### src/rtl/md_issue_ctrl.sv
// ---------------------------------------------------------------------------
// md_issue_ctrl
//   Initiator side of the HI/LO multiply/divide unit interface, in the EX
//   stage. Issues start pulses and HI/LO write strobes to the unit, shadows
//   each multi-cycle operation with a down-counter, freezes the front of the
//   pipeline while the unit cannot accept or return data, and hands mfhi/mflo
//   data to the EX result mux.
//
// Ports
//   clk         rising-edge clock
//   reset       asynchronous, active-low reset (shared with the unit)
//   ex_valid    EX holds a valid, unstalled instruction
//   ex_op[2:0]  0 none, 1 mult, 2 multu, 3 div, 4 divu, 5 mthi, 6 mtlo, 7 mfhi/mflo
//   ex_lo_sel   for op 7: 1 = mflo, 0 = mfhi
//   rs_val      forwarded rs operand
//   rt_val      forwarded rt operand
//   flush       later-stage exception, kills the EX instruction this cycle
//   md_busy     busy from the unit (authoritative end of an operation)
//   md_hi/md_lo HI/LO contents from the unit
//   md_a/md_b   operands to the unit, registered on issue
//   md_mult     one-cycle multiply start pulse
//   md_div      one-cycle divide start pulse
//   md_signed   signedness of the most recent start
//   md_hiwrite  one-cycle HI write strobe (data on md_a)
//   md_lowrite  one-cycle LO write strobe (data on md_a)
//   md_read     qualifies an mfhi/mflo that completes this cycle
//   stall       freeze IF/ID/EX (combinational)
//   md_result   mfhi/mflo data (combinational)
//
// CNT_W must satisfy 2**CNT_W > DIV_CYCLES so the divide count fits.
// ---------------------------------------------------------------------------
module md_issue_ctrl #(
  parameter int MULT_CYCLES = 5,
  parameter int DIV_CYCLES  = 10,
  parameter int CNT_W       = 4
) (
  input  logic        clk,
  input  logic        reset,
  input  logic        ex_valid,
  input  logic [2:0]  ex_op,
  input  logic        ex_lo_sel,
  input  logic [31:0] rs_val,
  input  logic [31:0] rt_val,
  input  logic        flush,
  input  logic        md_busy,
  input  logic [31:0] md_hi,
  input  logic [31:0] md_lo,
  output logic [31:0] md_a,
  output logic [31:0] md_b,
  output logic        md_mult,
  output logic        md_div,
  output logic        md_signed,
  output logic        md_hiwrite,
  output logic        md_lowrite,
  output logic        md_read,
  output logic        stall,
  output logic [31:0] md_result
);

  typedef enum logic {
    IDLE = 1'b0,
    RUN  = 1'b1
  } state_t;

  typedef enum logic [2:0] {
    OP_NONE  = 3'd0,
    OP_MULT  = 3'd1,
    OP_MULTU = 3'd2,
    OP_DIV   = 3'd3,
    OP_DIVU  = 3'd4,
    OP_MTHI  = 3'd5,
    OP_MTLO  = 3'd6,
    OP_MF    = 3'd7
  } op_t;

  localparam logic [CNT_W-1:0] CNT_ONE  = CNT_W'(1);
  localparam logic [CNT_W-1:0] CNT_MULT = CNT_W'(MULT_CYCLES);
  localparam logic [CNT_W-1:0] CNT_DIV  = CNT_W'(DIV_CYCLES);

  state_t           state;
  logic [CNT_W-1:0] cnt;
  op_t              op;
  logic             md_op;
  logic             pulse_now;
  logic             issue;

  assign op        = op_t'(ex_op);
  assign md_op     = ex_valid && (ex_op != 3'd0) && !flush;

  // Any strobe on the wire this cycle means the unit has not yet absorbed the
  // previous request, so a following md instruction must wait one cycle.
  assign pulse_now = md_mult | md_div | md_hiwrite | md_lowrite;

  assign stall     = md_op && ((state == RUN) || pulse_now);

  // stall can only be low for an md op in IDLE, so issue implies IDLE.
  assign issue     = md_op && !stall;

  assign md_read   = issue && (op == OP_MF);
  assign md_result = ex_lo_sel ? md_lo : md_hi;

  // NOTE: state and registered outputs use non-blocking assignments so every
  // register samples the pre-edge values; blocking here would let later
  // statements see already-updated state and break the cycle semantics.
  always_ff @(posedge clk or negedge reset) begin
    if (!reset) begin
      state      <= IDLE;
      cnt        <= '0;
      md_a       <= '0;
      md_b       <= '0;
      md_mult    <= 1'b0;
      md_div     <= 1'b0;
      md_signed  <= 1'b0;
      md_hiwrite <= 1'b0;
      md_lowrite <= 1'b0;
    end else begin
      // Strobes are single-cycle: cleared unless re-issued below.
      md_mult    <= 1'b0;
      md_div     <= 1'b0;
      md_hiwrite <= 1'b0;
      md_lowrite <= 1'b0;

      unique case (state)
        IDLE: begin
          if (issue) begin
            unique case (op)
              OP_MULT, OP_MULTU: begin
                md_a      <= rs_val;
                md_b      <= rt_val;
                md_mult   <= 1'b1;
                md_signed <= (op == OP_MULT);
                cnt       <= CNT_MULT;
                state     <= RUN;
              end
              OP_DIV, OP_DIVU: begin
                md_a      <= rs_val;
                md_b      <= rt_val;
                md_div    <= 1'b1;
                md_signed <= (op == OP_DIV);
                cnt       <= CNT_DIV;
                state     <= RUN;
              end
              OP_MTHI: begin
                md_a       <= rs_val;
                md_hiwrite <= 1'b1;
              end
              OP_MTLO: begin
                md_a       <= rs_val;
                md_lowrite <= 1'b1;
              end
              default: ; // mfhi/mflo is served combinationally
            endcase
          end
        end

        RUN: begin
          // The counter is only the nominal length; the unit's busy has the
          // last word, so the count parks at one until busy drops.
          if ((cnt == CNT_ONE) && !md_busy) begin
            state <= IDLE;
            cnt   <= '0;
          end else if (cnt != CNT_ONE) begin
            cnt <= cnt - CNT_ONE;
          end
        end

        default: state <= IDLE;
      endcase
    end
  end

endmodule
### config.mk
export PLATFORM = sky130hd
export DESIGN_NAME = md_issue_ctrl
export DESIGN_NICKNAME = d
export VERILOG_FILES = /design/src/rtl/md_issue_ctrl.sv
export SDC_FILE = /design/constraint.sdc
export NUM_CORES = 1
export LEC_CHECK = 0
export ABC_CLOCK_PERIOD_IN_PS = 4450
export BUFFER_PORTS_ARGS = -buffer_cell sky130_fd_sc_hd__buf_2
export CAP_MARGIN = 20
export CORE_MARGIN = 2
export CORE_UTILIZATION = 40
export DETAILED_ROUTE_END_ITERATION = 12
export GPL_TIMING_DRIVEN = 0
export PLACE_DENSITY_LB_ADDON = 0.15
export SETUP_SLACK_MARGIN = 0.02
export SLEW_MARGIN = 40
export SYNTH_ARGS = -nofsm -noshare
export SYNTH_HDL_FRONTEND = slang
export SYNTH_SLANG_ARGS = --single-unit
### constraint.sdc
create_clock -name clk -period 4.45 [get_ports clk]
set_input_delay 0.2225 -clock clk [delete_from_list [all_inputs] [get_ports clk]]
set_output_delay 0.2225 -clock clk [all_outputs]
set_load 0.02 [all_outputs]
# Word-level counts from Yosys, hierarchy flattened
# Cells that the tools add are included.
# Widths: inputs -> output; s select.
word_totals:
  inputBits: 137
  word_cells: 69
  out_inout_bits: 103
  ff_bits: 74
op_classes:
  n_reduce_logical: 20
  muxes: 23
  bitwise: 4
  n_eq_ne: 12
  n_addsub: 1
op_table:
  columns: ["operator", "n"]
  rows:
  - ["$mux 32", 1]
  - ["$pmux 4 s2", 2]
  - ["$mux 1", 15]
  - ["$eq 3x3->1 const B", 4]
  - ["$mux 4", 3]
  - ["$reduce_and 3->1", 4]
  - ["$eq 3x2->1 const B", 2]
  - ["$logic_and 1x1->1", 6]
  - ["$ne 3x1->1 const B", 2]
  - ["$reduce_or 6->1", 1]
  - ["$eq 4x1->1 const B", 1]
  - ["$ne 4x1->1 const B", 1]
  - ["$pmux 1 s2", 2]
  - ["$reduce_or 2->1", 2]
  - ["$reduce_or 4->1", 1]
  - ["$sub 4x1->4 const B", 1]
  - ["$eq 3x1->1 const B", 1]
  - ["$logic_not 1->1", 3]
  - ["$or 1x1->1", 3]
  - ["$reduce_bool 3->1", 1]
  - ["$ne 2x2->1 const B", 1]
  - ["$reduce_bool 2->1", 1]
  - ["$logic_or 1x1->1", 1]
  - ["$not 1->1", 1]

# Depth between registers and ports, before layout
logic_depth:
  word_depth: 9
  mapped_depth: 7
  ltp_nobuf: 6

# Worst setup path before layout
# No wires, ideal clock.
synth_timing:
  path_type: "register to register"
  start: "register md_div"
  end: "register md_a[0]"
  arrival_time_ps: 2122
  synth_period_minus_slack_ps: 2247
  setup_ps: 125
  slack_ps: 2203
  t_required_ps: 4325
  path_buffers: 2
  path_stages_with_launch: 7
  cell_sequence: "dfrtp_1 -> or4_4 -> nor4b_4 -> and3b_1 -> buf_6 -> buf_12 -> mux2_4"
synth_via:
  elab_chain_cells: 8
synth_lines:
  columns: ["item", "line", "text"]
  rows:
  - ["start: declaration", "51", "output logic md_div,"]
  - ["start signal: assignment", "112", "md_div <= 1'b0;"]
  - ["start signal: assignment", "119", "md_div <= 1'b0;"]
  - ["start signal: assignment", "138", "md_div <= 1'b1;"]
  - ["$or 1x1->1 (3 in a row)", "92", "assign pulse_now = md_mult | md_div | md_hiwrite | md_lowrite;"]
  - ["$logic_or 1x1->1", "94", "assign stall = md_op && ((state == RUN) || pulse_now);"]
  - ["$logic_and 1x1->1", "94", null]
  - ["$logic_not 1->1", "97", "assign issue = md_op && !stall;"]
  - ["$logic_and 1x1->1", "97", null]
  - ["$reduce_and 3->1 (no line)", null, null]
  - ["end signal: assignment", "128", "md_a <= rs_val;"]
  - ["end signal: assignment", "136", "md_a <= rs_val;"]
  - ["end signal: assignment", "144", "md_a <= rs_val;"]
  - ["end: declaration", "48", "output logic [31:0] md_a,"]
# Every way passes these cells.
# A chain may end at the register's enable or synchronous reset.

# Final worst setup path
layout_timing:
  start: "register state"
  end: "output md_read"
layout_via:
  elab_chain_cells: 5
layout_lines:
  columns: ["item", "line", "text"]
  rows:
  - ["start: declaration", "80", "state_t state;"]
  - ["start signal: assignment", "107", "state <= IDLE;"]
  - ["start signal: assignment", "133", "state <= RUN;"]
  - ["start signal: assignment", "141", "state <= RUN;"]
  - ["$logic_or 1x1->1", "94", null]
  - ["$logic_and 1x1->1", "94", null]
  - ["$logic_not 1->1", "97", null]
  - ["$logic_and 1x1->1", "97", null]
  - ["$logic_and 1x1->1", "99", "assign md_read = issue && (op == OP_MF);"]
  - ["end: declaration", "55", "output logic md_read,"]
# Every way passes these cells.

==> flow_metrics.tcl <==
set metrics [dict create \
    status "complete, no violations" \
    seq_area_frac_synth_pct 51.93 \
    yosys.area_share.simple_pct 5.474 \
    synth-edff-count 0 \
    gp_congestion 0.8117 \
    cp_num_buf_inv 1 \
    muxShareOfSynthArea_pct 34.42 \
    synthTopCellsByArea "dfrtp_1 52%, mux2_2 19%, mux2_4 13%" \
    hold_ws_ps 101.1 \
    diodes 0 \
    arrival_ps 2210 \
    yosys.area_share.xor_xnor_pct 0.7368 \
    min_period_over_period_pct 54.58 \
    via_count 2837 \
    fin_skew_ps 13.64 \
    max_freq_mhz 411.8 \
    postSynthAreaPerCell_um2 14.74 \
    cts_max_level 3 \
    ys.flop_type "dfrtp_1" \
    fill_cells 762 \
    insertion_delay_ps 340 \
    dp_cells 586 \
    synth_top_family_by_area "multiplexers" \
    slew_headroom_pct 66.01 \
    cp-end-kind "output pin" \
    ys_ff_latch 74 \
    synth_cell_types 36 \
    min_period_ps 2429 \
    setup.worst_path.start_class "flip-flop" \
    wl_um 8805 \
    std_cell_rows 34 \
    p_per_area_mw_per_mm2 610.7 \
    syn_nets 381 \
    area_delta_synth_final_pct 43.30 \
    reg2reg_slack_ps 2020 \
    setup_viol 0 \
    tightest_slew_ps 509.8 \
    p_leak_uw 0.002635 \
    rsz0062_at_grt "false" \
    ys_async_sr_fraction_pct 100.0 \
    required_ps 4230 \
    synth_compound_area_share_pct 2.316 \
    cts_max_path_buffers 2 \
    synth_top_cell_by_area "dfrtp_1" \
    dieArea_mm2 0.009687 \
    cts_setup_buffers 0 \
    dr.pass1.iters 4 \
    yosys.area.top_type_share_pct 51.93 \
    viasPerCell 4.705 \
    hold_path.class "primary input to flip-flop" \
    tritoncts "built" \
    fin_util_pct 58.88 \
    cpPeakStageDelay_ps 560 \
    clk_pin_slew_ps 80 \
    drtIter0Drc 39 \
    path_delay_family "simple AND/OR/NAND/NOR gates" \
    initial_core_util_pct 41.09 \
    crit_fanout 9 \
    hold_viol 0 \
    grt_pass1_vias 2873 \
    cts_buffers 9 \
    antenna_found_initial 0 \
    fin_setup_tns_ps 0 \
    netlist_instances 242 \
    place_ws_ps 2014 \
    drive_gt1_share_pct 71.11 \
    drc 0 \
    port_buffers 235 \
    yosysWarnings 0 \
    clockRootBuffer "clkbuf_8" \
    clock_sinks 74 \
    nets 629 \
    fin_cells 603 \
    maxCapViolCount 0 \
    synth_adder_area_share_pct 0.7018 \
    synthesis.area_mm2 0.003566 \
    slowest_stage "or4_4" \
    die_h_um 98.42 \
    grt_pass1_wl_um 13740 \
    critPathKind "flip-flop to output pin" \
    finalWorstSetupSlack_ps 2021 \
    wl_per_cell_um 14.60 \
    slew_violations 0 \
    vdd.ir_drop.worst_v 0.0001974 \
    die_x_um 98.42 \
    core_mm2 0.008678 \
    crit_chain "or4_4 > nor4b_4 > nand2_1 > nor2_1 > buf_2" \
    io_pins 240 \
    grt_overflow 0 \
    grt_usage_pct 18.01 \
    drtAntennaViolNets 0 \
    grt_max_degree 40 \
    hpwl_um 7104 \
]
[Yosys cell counts (all sizes together), types with 2 or more instances]
| master | n |
|---|---|
| nor2 | 6 |
| xor2 | 2 |
| o21ai | 2 |
| ha | 2 |
| nand2 | 10 |
| dfrtp | 74 |
| nor3b | 4 |
| inv | 4 |
| clkbuf | 5 |
| mux2 | 99 |
| nand3 | 2 |
| buf | 11 |
| nor3 | 2 |
| and3 | 2 |
[final cells by class]
| type | instances | area [um2] | area share [%] |
|---|---|---|---|
| inverter | 4 | 15.01 | 0.2938 |
| timing repair buffer | 237 | 1212 | 23.73 |
| multi-input combinational | 148 | 1556 | 30.46 |
| tap | 108 | 135.1 | 2.644 |
| buffer | 16 | 142.6 | 2.791 |
| clock buffer | 12 | 145.1 | 2.840 |
| sequential | 74 | 1852 | 36.24 |
| clock inverter | 4 | 51.30 | 1.004 |
[metal layers]
metal | GRT usage [%] | vias up | wire length, um
li1 | - | 1348 | -
met1 | 20.99 | 1325 | 3333
met2 | 32.08 | 155 | 4625
met3 | 4.468 | 9 | 737
met4 | 6.639 | 0 | 109
met5 | 0 | - | 0
[stage by stage]
step | power (uW) | area, um2
floorplan | 2121 | 3566
global placement | 2599 | 4877
detailed placement | 2634 | 4903
CTS | 3162 | 5110
global route | 3309 | 5110
finish | 3121 | 5110
[worst register-to-register path, cell delays in order (launching register included)]
cell and delay (ps):
dfrtp_1 410, or4_4 560, nor4b_4 450, and2_1 200
buf_4 170, buf_6 170, mux2_2 350
[layout by cell type (no fill, tap or decap), types with 3 or more instances in the layout]
cell type,instances
nor2_1,6
nor3b_1,4
mux2_4,30
buf_12,4
dfrtp_1,74
buf_2,234
clkbuf_1,7
buf_1,3
mux2_1,8
inv_1,4
nand2_1,10
mux2_2,61
clkbuf_8,10
buf_6,5
[kinds of logic after synthesis]
logic type,Yosys count
flip-flops,74
AND/OR/NAND/NOR,33
multiplexers,99
AO/OA/AOI/OAI,11
buffers and inverters,20
XOR/XNOR,3
adder cells (fa/ha/maj),2
[timing repair]
action / 4_1_cts / 5_1_grt
hold buffers: 1 / 0
resized for setup: 0 / 0
hold endpoints to repair: 35 / 0
[where the power goes]
group / internal, uW / switching (uW)
Sequential: 990 / 161
Clock: 275 / 242
Combinational: 681 / 771
Total: 1950 / 1170
[final timing paths]
check | to | cells past startpoint | start
max | md_read | 5 | state
min | md_a[7] | 2 | rs_val[7]
max reg2reg | md_b[12] | 6 | state
min reg2reg | md_b[31] | 1 | md_b[31]
max in group asynchronous | md_a[15] | 3 | reset
min in group asynchronous | md_a[0] | 2 | reset
[registers in the layout, summed over array words and instances, names as in the netlist]
name	flops
md_b	32
md_signed	1
md_mult	1
md_hiwrite	1
md_a	32
state	1
md_lowrite	1
md_div	1
cnt	4
No activity file was read; power rests on OpenSTA's default activity.
